### config.mk
export PLATFORM = sky130hd
export DESIGN_NAME = adc_avg_filter
export DESIGN_NICKNAME = d
export VERILOG_FILES = /design/src/rtl/adc_avg_filter_pkg.sv /design/src/rtl/adc_ring_buffer.sv /design/src/rtl/adc_avg_filter.sv
export SDC_FILE = /design/constraint.sdc
export NUM_CORES = 1
export LEC_CHECK = 0
export ABC_AREA = 0
export CAP_MARGIN = 20
export CORE_MARGIN = 8
export CORE_UTILIZATION = 40
export CTS_CLUSTER_DIAMETER = 150
export DETAILED_ROUTE_END_ITERATION = 8
export PLACE_DENSITY = 0.6
export SYNTH_ARGS = -nofsm -noshare
export SYNTH_HDL_FRONTEND = slang
export SYNTH_HIERARCHICAL = 1
export SYNTH_SLANG_ARGS = --single-unit
### constraint.sdc
create_clock -name iCLK -period 6.46 [get_ports iCLK]
set_input_delay 0.969 -clock iCLK [delete_from_list [all_inputs] [get_ports iCLK]]
set_output_delay 0.969 -clock iCLK [all_outputs]
set_load 0.05 [all_outputs]
### src/rtl/adc_avg_filter_pkg.sv
`default_nettype none
// ============================================================================
// Module   : adc_avg_filter_pkg
// Brief    : Shared widths, default window depth and FSM encodings for the
//            ADC averaging filter.
// Revision : 1.0 - initial release
// ============================================================================
package adc_avg_filter_pkg;

    localparam int C_ADC_W              = 12;
    localparam int C_DEPTH_LOG2_DEFAULT = 3;

    typedef enum logic [0:0] {
        ST_FILL = 1'b0,
        ST_RUN  = 1'b1
    } state_t;

endpackage : adc_avg_filter_pkg
`default_nettype wire

### src/rtl/adc_ring_buffer.sv
`default_nettype none
// ============================================================================
// Module   : adc_ring_buffer
// Brief    : N-entry sample store with wrapping write pointer; exposes the
//            entry about to be overwritten (the oldest sample in the window).
// Revision : 1.0 - initial release
// ============================================================================
module adc_ring_buffer
    import adc_avg_filter_pkg::*;
#(
    parameter int DEPTH_LOG2 = C_DEPTH_LOG2_DEFAULT
) (
    input  logic               clk,
    input  logic               rst_n,
    input  logic               i_clear,
    input  logic               i_wr_en,
    input  logic [C_ADC_W-1:0] i_wr_data,
    output logic [C_ADC_W-1:0] o_oldest
);

    localparam int C_DEPTH = 1 << DEPTH_LOG2;

    logic [C_ADC_W-1:0]    r_mem [C_DEPTH];
    logic [DEPTH_LOG2-1:0] r_ptr;

    // Storage carries no reset; the FILL phase never reads stale entries.
    always_ff @(posedge clk) begin
        if (i_wr_en) begin
            r_mem[r_ptr] <= i_wr_data;
        end
    end

    always_ff @(posedge clk or negedge rst_n) begin
        if (!rst_n) begin
            r_ptr <= '0;
        end else if (i_clear) begin
            r_ptr <= '0;
        end else if (i_wr_en) begin
            r_ptr <= r_ptr + 1'b1;
        end
    end

    assign o_oldest = r_mem[r_ptr];

endmodule : adc_ring_buffer
`default_nettype wire

### src/rtl/adc_avg_filter.sv
`default_nettype none
// ============================================================================
// Module   : adc_avg_filter
// Brief    : Moving-average filter over 2^DEPTH_LOG2 ADC samples with a
//            hysteretic over-level alarm.
// Revision : 1.0 - initial release
// ============================================================================
module adc_avg_filter
    import adc_avg_filter_pkg::*;
#(
    parameter int DEPTH_LOG2 = C_DEPTH_LOG2_DEFAULT
) (
    input  logic               iCLK,
    input  logic               iRST_n,
    input  logic [C_ADC_W-1:0] iSAMPLE,
    input  logic               iSAMPLE_VALID,
    input  logic               iCLEAR,
    input  logic [C_ADC_W-1:0] iTHRESH_HI,
    input  logic [C_ADC_W-1:0] iTHRESH_LO,
    output logic [C_ADC_W-1:0] oAVG,
    output logic               oAVG_VALID,
    output logic               oALARM,
    output logic               oFILLED
);

    localparam int                    C_SUM_W = C_ADC_W + DEPTH_LOG2;
    localparam logic [DEPTH_LOG2-1:0] C_LAST  = '1;

    state_t                r_state;
    state_t                w_state_next;
    logic [C_SUM_W-1:0]    r_sum;
    logic [DEPTH_LOG2-1:0] r_fill_cnt;
    logic [C_ADC_W-1:0]    r_avg;
    logic                  r_avg_valid;
    logic                  r_alarm;

    logic                  w_accept;
    logic                  w_produce;
    logic [C_ADC_W-1:0]    w_oldest;
    logic [C_ADC_W-1:0]    w_sub;
    logic [C_SUM_W-1:0]    w_sum_next;
    logic [C_ADC_W-1:0]    w_avg_new;

    adc_ring_buffer #(
        .DEPTH_LOG2 (DEPTH_LOG2)
    ) u_ring (
        .clk       (iCLK),
        .rst_n     (iRST_n),
        .i_clear   (iCLEAR),
        .i_wr_en   (w_accept),
        .i_wr_data (iSAMPLE),
        .o_oldest  (w_oldest)
    );

    assign w_accept  = iSAMPLE_VALID & ~iCLEAR;
    assign w_produce = w_accept & ((r_state == ST_RUN) | (r_fill_cnt == C_LAST));
    assign w_sub     = (r_state == ST_RUN) ? w_oldest : '0;
    // The true sum always fits C_SUM_W bits, so modular add/subtract is exact.
    assign w_sum_next = r_sum + C_SUM_W'(iSAMPLE) - C_SUM_W'(w_sub);
    assign w_avg_new  = w_sum_next[C_SUM_W-1:DEPTH_LOG2];

    always_comb begin
        w_state_next = r_state;
        if (iCLEAR) begin
            w_state_next = ST_FILL;
        end else if (w_accept && (r_state == ST_FILL) && (r_fill_cnt == C_LAST)) begin
            w_state_next = ST_RUN;
        end
    end

    always_ff @(posedge iCLK or negedge iRST_n) begin
        if (!iRST_n) begin
            r_state <= ST_FILL;
        end else begin
            r_state <= w_state_next;
        end
    end

    always_ff @(posedge iCLK or negedge iRST_n) begin
        if (!iRST_n) begin
            r_sum       <= '0;
            r_fill_cnt  <= '0;
            r_avg       <= '0;
            r_avg_valid <= 1'b0;
            r_alarm     <= 1'b0;
        end else if (iCLEAR) begin
            r_sum       <= '0;
            r_fill_cnt  <= '0;
            r_avg_valid <= 1'b0;
            r_alarm     <= 1'b0;
        end else begin
            r_avg_valid <= w_produce;
            if (w_accept) begin
                r_sum <= w_sum_next;
                if (r_state == ST_FILL) begin
                    r_fill_cnt <= r_fill_cnt + 1'b1;
                end
            end
            if (w_produce) begin
                r_avg <= w_avg_new;
                // Set test first so an inverted threshold pair favours the alarm.
                if (w_avg_new > iTHRESH_HI) begin
                    r_alarm <= 1'b1;
                end else if (w_avg_new < iTHRESH_LO) begin
                    r_alarm <= 1'b0;
                end
            end
        end
    end

    assign oAVG       = r_avg;
    assign oAVG_VALID = r_avg_valid;
    assign oALARM     = r_alarm;
    assign oFILLED    = (r_state == ST_RUN);

endmodule : adc_avg_filter
`default_nettype wire

# After elaboration in Yosys (flattened, before gate mapping)
# Memory sizes are Yosys's and may differ from the RTL's.
# Cells that the tools add are included.
# Widths: inputs -> output; s select.
[totals] reg_bits=36 ramBits=96 inputBits=40 out_inout_bits=15 wordCells=47 memories=1
[classes] addsub=4 n_lt_le_gt_ge=2 n_eq_ne=2 mux=17 bitwise=5 n_reduce_logical=9
[memory_table] name="u_ring.r_mem" words=8 word_bits=12 read_ports=1 rd_ports_with_merged_regs=0 write_ports=1 line_no="adc_ring_buffer.sv:23" text="logic [C_ADC_W-1:0] r_mem [C_DEPTH];"
[ops] cell="$mux 15" n=2
[ops] cell="$add 15x12->15" n=1
[ops] cell="$mux 3" n=5
[ops] cell="$sub 15x12->15" n=1
[ops] cell="$gt 12x12->1" n=1
[ops] cell="$lt 12x12->1" n=1
[ops] cell="$mux 12" n=1
[ops] cell="$mux 1" n=9
[ops] cell="$add 3x1->3 const B" n=2
[ops] cell="$reduce_and 2->1" n=3
[ops] cell="$reduce_bool 2->1" n=3
[ops] cell="$eq 3x3->1 const B" n=1
[ops] cell="$reduce_bool 3->1" n=1
[ops] cell="$and 1x1->1" n=2
[ops] cell="$logic_and 1x1->1" n=2
[ops] cell="$ne 2x2->1 const B" n=1
[ops] cell="$not 1->1" n=2
[ops] cell="$or 1x1->1" n=1

# Longest topological paths before layout
# An unclocked memory read counts as a cell.
[logic_depth] depth_word=8 mapped_depth=24

# Modules after synthesis
# The synthesis kept the hierarchy.
[modules_own_cells] module="adc_ring_buffer" n_inst=1 cells_each=205 area_per_inst_um2=3891.2 seq_area_each_um2=2957.8
[modules_own_cells] module="adc_avg_filter" n_inst=1 cells_each=379 area_per_inst_um2=3275.6 seq_area_each_um2=825.8

# Worst setup path after synthesis
# Ideal clock, no wire load.
[synth_timing] path_type="reg-to-reg" from="reg u_ring.r_ptr[0]" to="reg r_alarm (netlist: oALARM)" setup_ps=138 arrival_time_ps=4449 t_required_ps=6322 slack_ps=1872 path_stages_with_launch=20 period_less_slack_ps=4588 path_cell_list="dfrtp_1 -> buf_6 -> mux4_1 -> mux2_2 -> and2_1 -> fa_1 -> inv_1 -> ha_1 -> a21o_1 -> a21oi_1 -> o21a_1 -> o21ai_1 -> a21boi_0 -> xnor2_1 -> ha_1 -> nand4_1 -> nor2_1 -> o21a_1 -> o41ai_1 -> nand4b_1"
[synth_via] elab_chain_len=7 elab_cells_between_ends=10 cone_classes="1 x add/sub; 2 x order compare; 4 x mux; 2 x reduce/logical; 1 x memory"
[synth_lines] item="start, declared" line_no="adc_ring_buffer.sv:24" text="logic [DEPTH_LOG2-1:0] r_ptr;"
[synth_lines] item="start signal, assigned" line_no="adc_ring_buffer.sv:39" text="r_ptr <= r_ptr + 1'b1;"
[synth_lines] item="$mem_v2 8x12 *"
[synth_lines] item="net w_oldest[1]" line_no="adc_avg_filter.sv:39" text="logic [C_ADC_W-1:0] w_oldest;"
[synth_lines] item="$mux 12 *" line_no="adc_avg_filter.sv:57" text="assign w_sub = (r_state == ST_RUN) ? w_oldest : '0;"
[synth_lines] item="$sub 15x12->15 *" line_no="adc_avg_filter.sv:59" text="assign w_sum_next = r_sum + C_SUM_W'(iSAMPLE) - C_SUM_W'(w_sub);"
[synth_lines] item="net w_sum_next[13]" line_no="adc_avg_filter.sv:41" text="logic [C_SUM_W-1:0] w_sum_next;"
[synth_lines] item="$gt 12x12->1" line_no="adc_avg_filter.sv:102" text="if (w_avg_new > iTHRESH_HI) begin"
[synth_lines] item="$mux 1" line_no="adc_avg_filter.sv:102"
[synth_lines] item="$mux 1" line_no="adc_avg_filter.sv:99" text="if (w_produce) begin"
[synth_lines] item="$mux 1" line_no="adc_avg_filter.sv:86" text="end else if (iCLEAR) begin"
[synth_lines] item="end signal, assigned" line_no="adc_avg_filter.sv:85" text="r_alarm <= 1'b0;"
[synth_lines] item="end signal, assigned" line_no="adc_avg_filter.sv:103" text="r_alarm <= 1'b1;"
[synth_lines] item="end signal, assigned" line_no="adc_avg_filter.sv:105" text="r_alarm <= 1'b0;"
[synth_lines] item="end, declared" line_no="adc_avg_filter.sv:35" text="logic r_alarm;"
# Mark *: on every way through the listed nets, which the timed path passes. The rest lies on a longest branch. The select of a mux whose other input is x is not followed.
# A chain may end at the register's enable or synchronous reset.

# Final worst setup path
[layout_timing] from="reg u_ring.r_ptr[1]" to="reg r_alarm (netlist: oALARM)"
# Same word-level chain as after synthesis.

==> metrics.md <==
| Metric | Value |
|---|---|
| Status | `finished clean` |
| VDD IR max | `between 0.2 and 0.25 mV` |
| Routed WL | `16000 microns` |
| Routability cong. | `0.822` |
| Delay-heaviest family, CP | `compound AO/OA/AOI/OAI gates` |
| Reg clk slew, reported paths | `approximately 60 ps` |
| Fillers | `1571` |
| Critical-path cell list | `buf_4 -> mux2i_1 -> a211o_1 -> o211ai_1 -> and2_1 -> fa_1 -> inv_1 -> ha_1 -> and3_2 -> nand3_1 -> o21ai_1 -> a21boi_0 -> xnor2_1 -> ha_1 -> nand4_1 -> nor2_1 -> o21a_1 -> o41ai_1 -> nand4b_1` |
| Row Count | `49` |
| Largest area contributor in the netlist | `edfxtp_1` |
| Proportion of layout cells with a drive suffix above 1 | `12.6%` |
| Hold/Removal Path Class | `flop to flop` |
| Vias/cell | `5.18` |
| Post-Layout Cell Count | `around 900` |
| Post-CTS sizing | `0` |
| Antenna cells | `0` |
| Remaining Overflow, GRT | `0` |
| Required @ worst endpoint | `6740 ps` |
| Root Buffer | `clkbuf_16` |
| Worst-path fanout max | `23` |
| IO Port Bufs | `54` |
| Slew HR | `between 30% and 40%` |
| First-pass GRT wire length | `roughly 26000 microns` |
| Synth async-reset ratio | `a little over a quarter` |
| Setup_tns | `0 ps` |
| Post-CTS Setup Repair Bufs | `0` |
| Cts bufs inserted | `17` |
| Data arrival, critical path | `~6000 ps` |
| Syn nets | `~680` |
| TritonRoute pass-1 iters | `6` |
| Final core utilization | `between 40% and 50%` |
| Initial antenna violation count | `0` |
| Setup crit end kind | `flop` |
| Cells after synthesis | `around 580` |
| Final Hold Viols | `0` |
| Sink Count | `132` |
| Largest cells by area after synthesis | `edfxtp_1, dfrtp_1, ha_1, inv_1, fa_1` |
| H-tree Lvls | `4` |
| Clock Latency Late Sink | `about 420 ps` |
| Die width | `150 microns` |
| DRC Markers | `0` |
| DR iter-0 viols | `278` |
| Post-synthesis register bit count | `between 100 and 150` |
| Maxcap violations | `0` |
| Crit path launch type | `flop` |
| Core area | `roughly 0.018 sq mm` |
| Detailed-route via count | `about 4600` |
| Post-synth EDFFs | `96` |
| Placed Instances | `858` |
| Routed len/inst | `between 15 and 20 microns` |
| Post-synthesis area per instance | `approximately 12 sq um` |
| Design Power | `around 3.2 mW` |
| Seq/Total Area, Yosys | `about 53%` |
| Fin crit period | `around 5700 ps` |
| Critical path's most frequent cell | `ha_1` |
| Top cell type's share of synthesized area | `40.2%` |
| Maximum clock insertion buffer count | `2` |
| Crit path kind | `flop to flop` |
| CP max-delay cell | `dfrtp_1` |
| Setup violations, final | `0` |
| Layout Area Growth over Synthesis | `19.3%` |
| Die area | `0.0225 sq mm` |
| Vias in the first global route | `roughly 5000` |
| Crit share post-route | `between 80 and 90%` |
| Net count, final | `741` |
| Final ANT Viol Nets | `0` |
| DP HPWL | `approximately 12000 microns` |
| Hold buffer count at CTS | `0` |
| Syn Std Cell Area | `about 0.0072 sq mm` |
| Fin. max-slew vios | `0` |
| CTS tree | `done` |
| Max frequency | `176 MHz` |
| Most common cell after layout, fill and taps aside | `edfxtp_1` |
| Distinct cells, synth | `between 60 and 70` |
| Synthesis Warnings | `6` |
| RSZ-0062 raised after global routing | `false` |
| Most frequent cells in the layout | `edfxtp_1, inv_1, clkdlybuf4s50_1` |
| Chip Height | `~150 microns` |
| Pwr Density | `374 mW/mm^2` |
| Largest net degree at the start of global routing | `37` |
| Synth Flop Type | `edfxtp_1` |
| Worst path buffer plus inverter count | `2` |
| GR Util All Layers | `between 15 and 20%` |
| IO Pins | `55` |
| Least-Margin Pin Slew | `about 990 ps` |
| Leakage power | `3.48 nW` |
| Initial core utilization | `40.3%` |
| Clk_skew | `5.96 ps` |
| Largest stage delay, worst path | `990 ps` |
per-layer routing:
metal  vias up  track usage [%]  routed length, microns
li1       2219                -                       -
met1      2301             18.7                    6970
met2        78             26.3                    8300
met3        14             2.57                     568
met4         0             5.30                     202
met5         -                0                       0
cells in the mapped netlist, types with 6 or more instances:
library cell  count
nand2_1          31
mux2_2            8
a211o_1           7
o21ai_0          10
xnor2_1           8
inv_1            83
o211ai_1         10
buf_2             8
mux2i_1          20
a21o_1            8
mux4_2            8
and2_1           13
ha_1             41
a21oi_1          22
edfxtp_1         96
nor2_1           35
o32a_1            6
nand4_1           6
clkbuf_1          7
a22oi_1           6
nor3_1            9
dfrtp_1          36
fa_1             12
nand2b_1         12
xor2_1            6
registers in the layout (all words and copies together), names as in the netlist:
register / cells
u_ring/r_mem: 96
r_sum: 15
oAVG: 12
r_fill_cnt: 3
u_ring/r_ptr: 3
oALARM: 1
oAVG_VALID: 1
oFILLED: 1
kinds of logic after synthesis:
| logic type | count (synthesis) | synth area share, % |
|---|---|---|
| AOI/OAI and AO/OA | 102 | 10.5 |
| xor gates and xnor gates | 15 | 2.03 |
| adders and majority gates | 53 | 10.5 |
| buffers and inverters | 109 | 6.55 |
| DFF | 132 | 52.8 |
| muxes | 41 | 8.19 |
| and+or+nand+nor | 132 | 9.43 |
where the power goes:
part	internal, mW	total [mW]	switching [mW]
logic	0.528	1.25	0.720
clock network	0.579	0.971	0.392
registers	0.953	0.980	0.0266
worst paths after layout:
kind | start | endpoint | slack, ps | cells past startpoint
max in group asynchronous | iRST_n | oAVG[4] | 5220 | 1
worst min-delay path | oAVG[1] | oAVG[1] | 490 | 2
worst max-delay path | u_ring/r_ptr[1] | oALARM | 780 | 19
worst min register to register | oAVG[1] | oAVG[1] | 490 | 2
min in group asynchronous | iRST_n | oAVG[8] | 660 | 1
worst max register to register | u_ring/r_ptr[1] | oALARM | 780 | 19
final cells by class:
type | instances | area, sq um | share of cell area [%]
multi-input cells | 343 | 2920 | 34.2
clock inverters | 15 | 170 | 1.99
inverters | 86 | 323 | 3.77
clock buffers | 17 | 425 | 4.97
flip-flops and latches | 132 | 3780 | 44.2
repair buffers | 68 | 641 | 7.49
well taps | 229 | 287 | 3.35
worst register-to-register path, delay by kind of cell, from the launching register on:
family                   cells  cell delay [ps]
AND/OR/NAND/NOR              6              860
multiplexers                 1              290
AO/OA/AOI/OAI                6             1520
XOR/XNOR                     1              290
adder cells (fa/ha/maj)      3             1150
flip-flops                   1              990
buffers and inverters        2              440
per-stage QoR:
stage | hold slack, ps | area (sq um) | worst slack [ps]
global route | 522 | 8550 | 364
finish | 485 | 8550 | 784
CTS | 498 | 8550 | 845
global placement | 477 | 7960 | 920
floorplan | 480 | 7170 | 1870
detailed placement | 483 | 7960 | 842
(Power assumes the default switching activity.)
==> variant: new RTL, config.mk and constraints unchanged <==
Reset style: synchronous (`iRST_n` and `rst_n`), changed in 3 clocked blocks.
--- a/src/rtl/adc_ring_buffer.sv
+++ b/src/rtl/adc_ring_buffer.sv
@@ -30,7 +30,7 @@
         end
     end
 
-    always_ff @(posedge clk or negedge rst_n) begin
+    always_ff @(posedge clk) begin
         if (!rst_n) begin
             r_ptr <= '0;
         end else if (i_clear) begin
--- a/src/rtl/adc_avg_filter.sv
+++ b/src/rtl/adc_avg_filter.sv
@@ -68,7 +68,7 @@
         end
     end
 
-    always_ff @(posedge iCLK or negedge iRST_n) begin
+    always_ff @(posedge iCLK) begin
         if (!iRST_n) begin
             r_state <= ST_FILL;
         end else begin
@@ -76,7 +76,7 @@
         end
     end
 
-    always_ff @(posedge iCLK or negedge iRST_n) begin
+    always_ff @(posedge iCLK) begin
         if (!iRST_n) begin
             r_sum       <= '0;
             r_fill_cnt  <= '0;
Behaviour: not the same (Yosys sat finds a counterexample within 10 cycles, from zero or initial values and one cycle with iRST_n low; the reset may be asserted at any time).
==> variant against the original RTL <==
Core utilization is 1.2 points higher. First-iteration DRC count is 5.0% lower. Area after synthesis is 1.5% lower. Non-clock buffer count stayed put. Sequential cell count is 3 higher. Worst setup slack better by 0.24 ns. Sequential share of layout area is 1.3 points lower. Wire length is 2.0% lower. Synthesized cell count is 4.3% lower. Global-route usage is 0.42 points lower. Cell area is 0.26% lower.
Power is not compared: it rests on default switching activity, and its combinational part moved more than twofold at a synthesized area within 25%.
==> variant: results (changes against the original RTL) <==
----------------------------------------------------
[Worst hold path]
  Worst min-delay path class ... reg2reg
  Hold Path Cell Cnt ... 2 (unchanged)

[Placed design]
  Count of input and output buffers ... 54 (unchanged)
  Routability Congestion ... 0.851 (+3.5%)
  Final HPWL DP ... 10900 um (-6.6%)

[Critical path]
  Highest-delay cell along the critical path ... dfxtp_1
  Delay of the slowest cell on the worst path ... 0.61 ns (-0.38 ns)
  Critical path peak fanout ... 11 (-52%)
  Cell count of the worst reg-to-reg path ... 20 (+1)
  Dominant delay contributor by cell family on the critical path ... compound AO/OA/AOI/OAI gates
  WP data arrival ... 5.73 ns (-0.23 ns)

[Synthesis]
  Sequential fraction of the synthesis area ... 51.9% (-0.90 points)
  Most common library cells after synthesis ... edfxtp_1, inv_1, ha_1
  Netlist cell types ... 60 (-10%)
  Number of flops mapped to enable cells by yosys ... 96 (unchanged)
  Number of warning messages in the yosys log ... 6 (unchanged)
  Cell types with the largest area share after synthesis ... edfxtp_1, dfxtp_1, mux4_1, ha_1, inv_1
  Async set-reset flop share out of synthesis ... 0% (-27 points)
  Post-Syn Nets ... 652 (-3.7%)

[Route]
  Number of DRC markers in iteration 0 ... 264 (-5.0%)
  Total wirelength of the detailed-routed design ... 15700 um (-2.0%)
  First-pass iteration count of the detailed router ... 6 (unchanged)
  Drt via density ... 5.23 (+0.89%)

[Run status]
  Result of the run ... finished clean

[Finish]
  Number of flip-flops under the largest register name ... 96 (unchanged)
  Register with the most flip-flops ... u_ring/r_mem
  Count of filler cells inserted in the layout ... 1524 (-3.0%)
  Final net count ... 719 (-3.0%)
  Layout cells sized above 1 ... 10.0% (-2.5 points)

[Global routing]
  Number of global-route vias before repair ... 4838 (-2.0%)
  Initial antenna violation count ... 0 (unchanged)
  Pin count of the biggest net entering global routing ... 26 (-30%)
  Total routing resource utilization after global routing ... 14.7% (-0.42 points)
  Wire length of the first global-routing pass ... 25300 um (-2.8%)

[Clock tree]
  Number of buffers created by CTS ... 17 (unchanged)
  Number of setup buffers added after CTS ... 0 (unchanged)
  Maximum level of the CTS H-tree ... 4 (unchanged)
  Clock slew at reported path FFs ... 0.06 ns (about the same)
  Clock latency on the worst-skew pair ... 0.42 ns (about the same)
  Maximum clock insertion buffer count ... 2 (unchanged)
  Count of instances resized after the clock tree is built ... 0 (unchanged)
  Buffer type at the clock tree root ... clkbuf_16

[Timing]
  Slew Limit Headroom ... 29.5% (-4.8 points)
  Skew final ... 0.0116 ns (+0.00560 ns)

[Power and ir drop]
  Highest ir drop seen on vdd ... roughly 180 uV
  Static leakage ... 0.00332 uW

----------------------------------------------------
==> variant: changes by cell type after synthesis, sizes merged, moves of 7 or more <==
| cell | unedited run | this run |
|---|---|---|
| buf | 13 | 6 |
| dfrtp | 36 | 0 |
| inv | 85 | 76 |
| dfxtp | 0 | 39 |
| mux4 | 12 | 24 |
| nand2 | 31 | 23 |
| mux2i | 20 | 11 |
| nand3 | 4 | 15 |
==> variant: power by group through the flow <==
stage	logic, uW	registers (uW)	clock network (uW)
floorplan	322	962	0
global placement	428	964	0
detailed placement	446	965	0
CTS	450	947	1080
global route	511	948	1120
finish	446	947	1060
==> variant: stage by stage <==
step           util (%)  setup slack [ns]  cells  hold WS, ns  area [um2]
6_report           49.3              1.03    864        0.470        8530
5_1_grt            49.3             0.699    864        0.497        8530
4_1_cts            49.3              1.01    864        0.480        8530
3_5_place_dp       45.6             0.994    832        0.469        7890
3_3_place_gp       45.6              1.15    832        0.452        7890
2_1_floorplan         -              1.58    559        0.436        7060
==> variant: cells by family (layout without fill, tap and decap cells) <==
kind of cell               after synthesis  count (layout)  share of synthesized area, %
DFF                                    135             135                          51.9
AOI/OAI and AO/OA                       85              85                          8.65
and+or+nand+nor                        128             128                          9.29
buffers and inverters                   97             177                          5.51
adders and majority gates               53              53                          10.7
muxes                                   47              47                          12.2
xor gates and xnor gates                14              14                          1.74
==> variant: area by class of cell <==
class,instances,area share (%)
sequential,135,42.9
clock buffer,22,5.21
tap,225,3.30
multi-input combinational,327,35.2
inverter,77,3.39
timing repair buffer,68,7.57
clock inverter,10,2.35
==> variant: path summary, 6_finish.rpt <==
| check | start | to | slack (ns) |
|---|---|---|---|
| min reg2reg | oAVG[11] | oAVG[11] | 0.47 |
| min | oAVG[11] | oAVG[11] | 0.47 |
| max reg2reg | register | oALARM | 1.03 |
| max | register | oALARM | 1.03 |
==> variant: per-layer routing <==
layer  vias up  track usage [%]  share of wire [%]
li1       2181                -                  -
met1      2204             17.8                 45
met2       121             25.0                 49
met3        11             3.55                5.1
met4         0             5.40               0.71
met5         -                0                  0
==> variant: worst register-to-register path, delay by kind of cell (launching register included) <==
kind / cells / cell delay (ns)
AO/OA/AOI/OAI: 10 / 1.80
XOR/XNOR: 1 / 0.22
adder cells (fa/ha/maj): 3 / 1.14
buffers and inverters: 2 / 0.36
flip-flops: 1 / 0.61
multiplexers: 2 / 0.85
AND/OR/NAND/NOR: 2 / 0.33
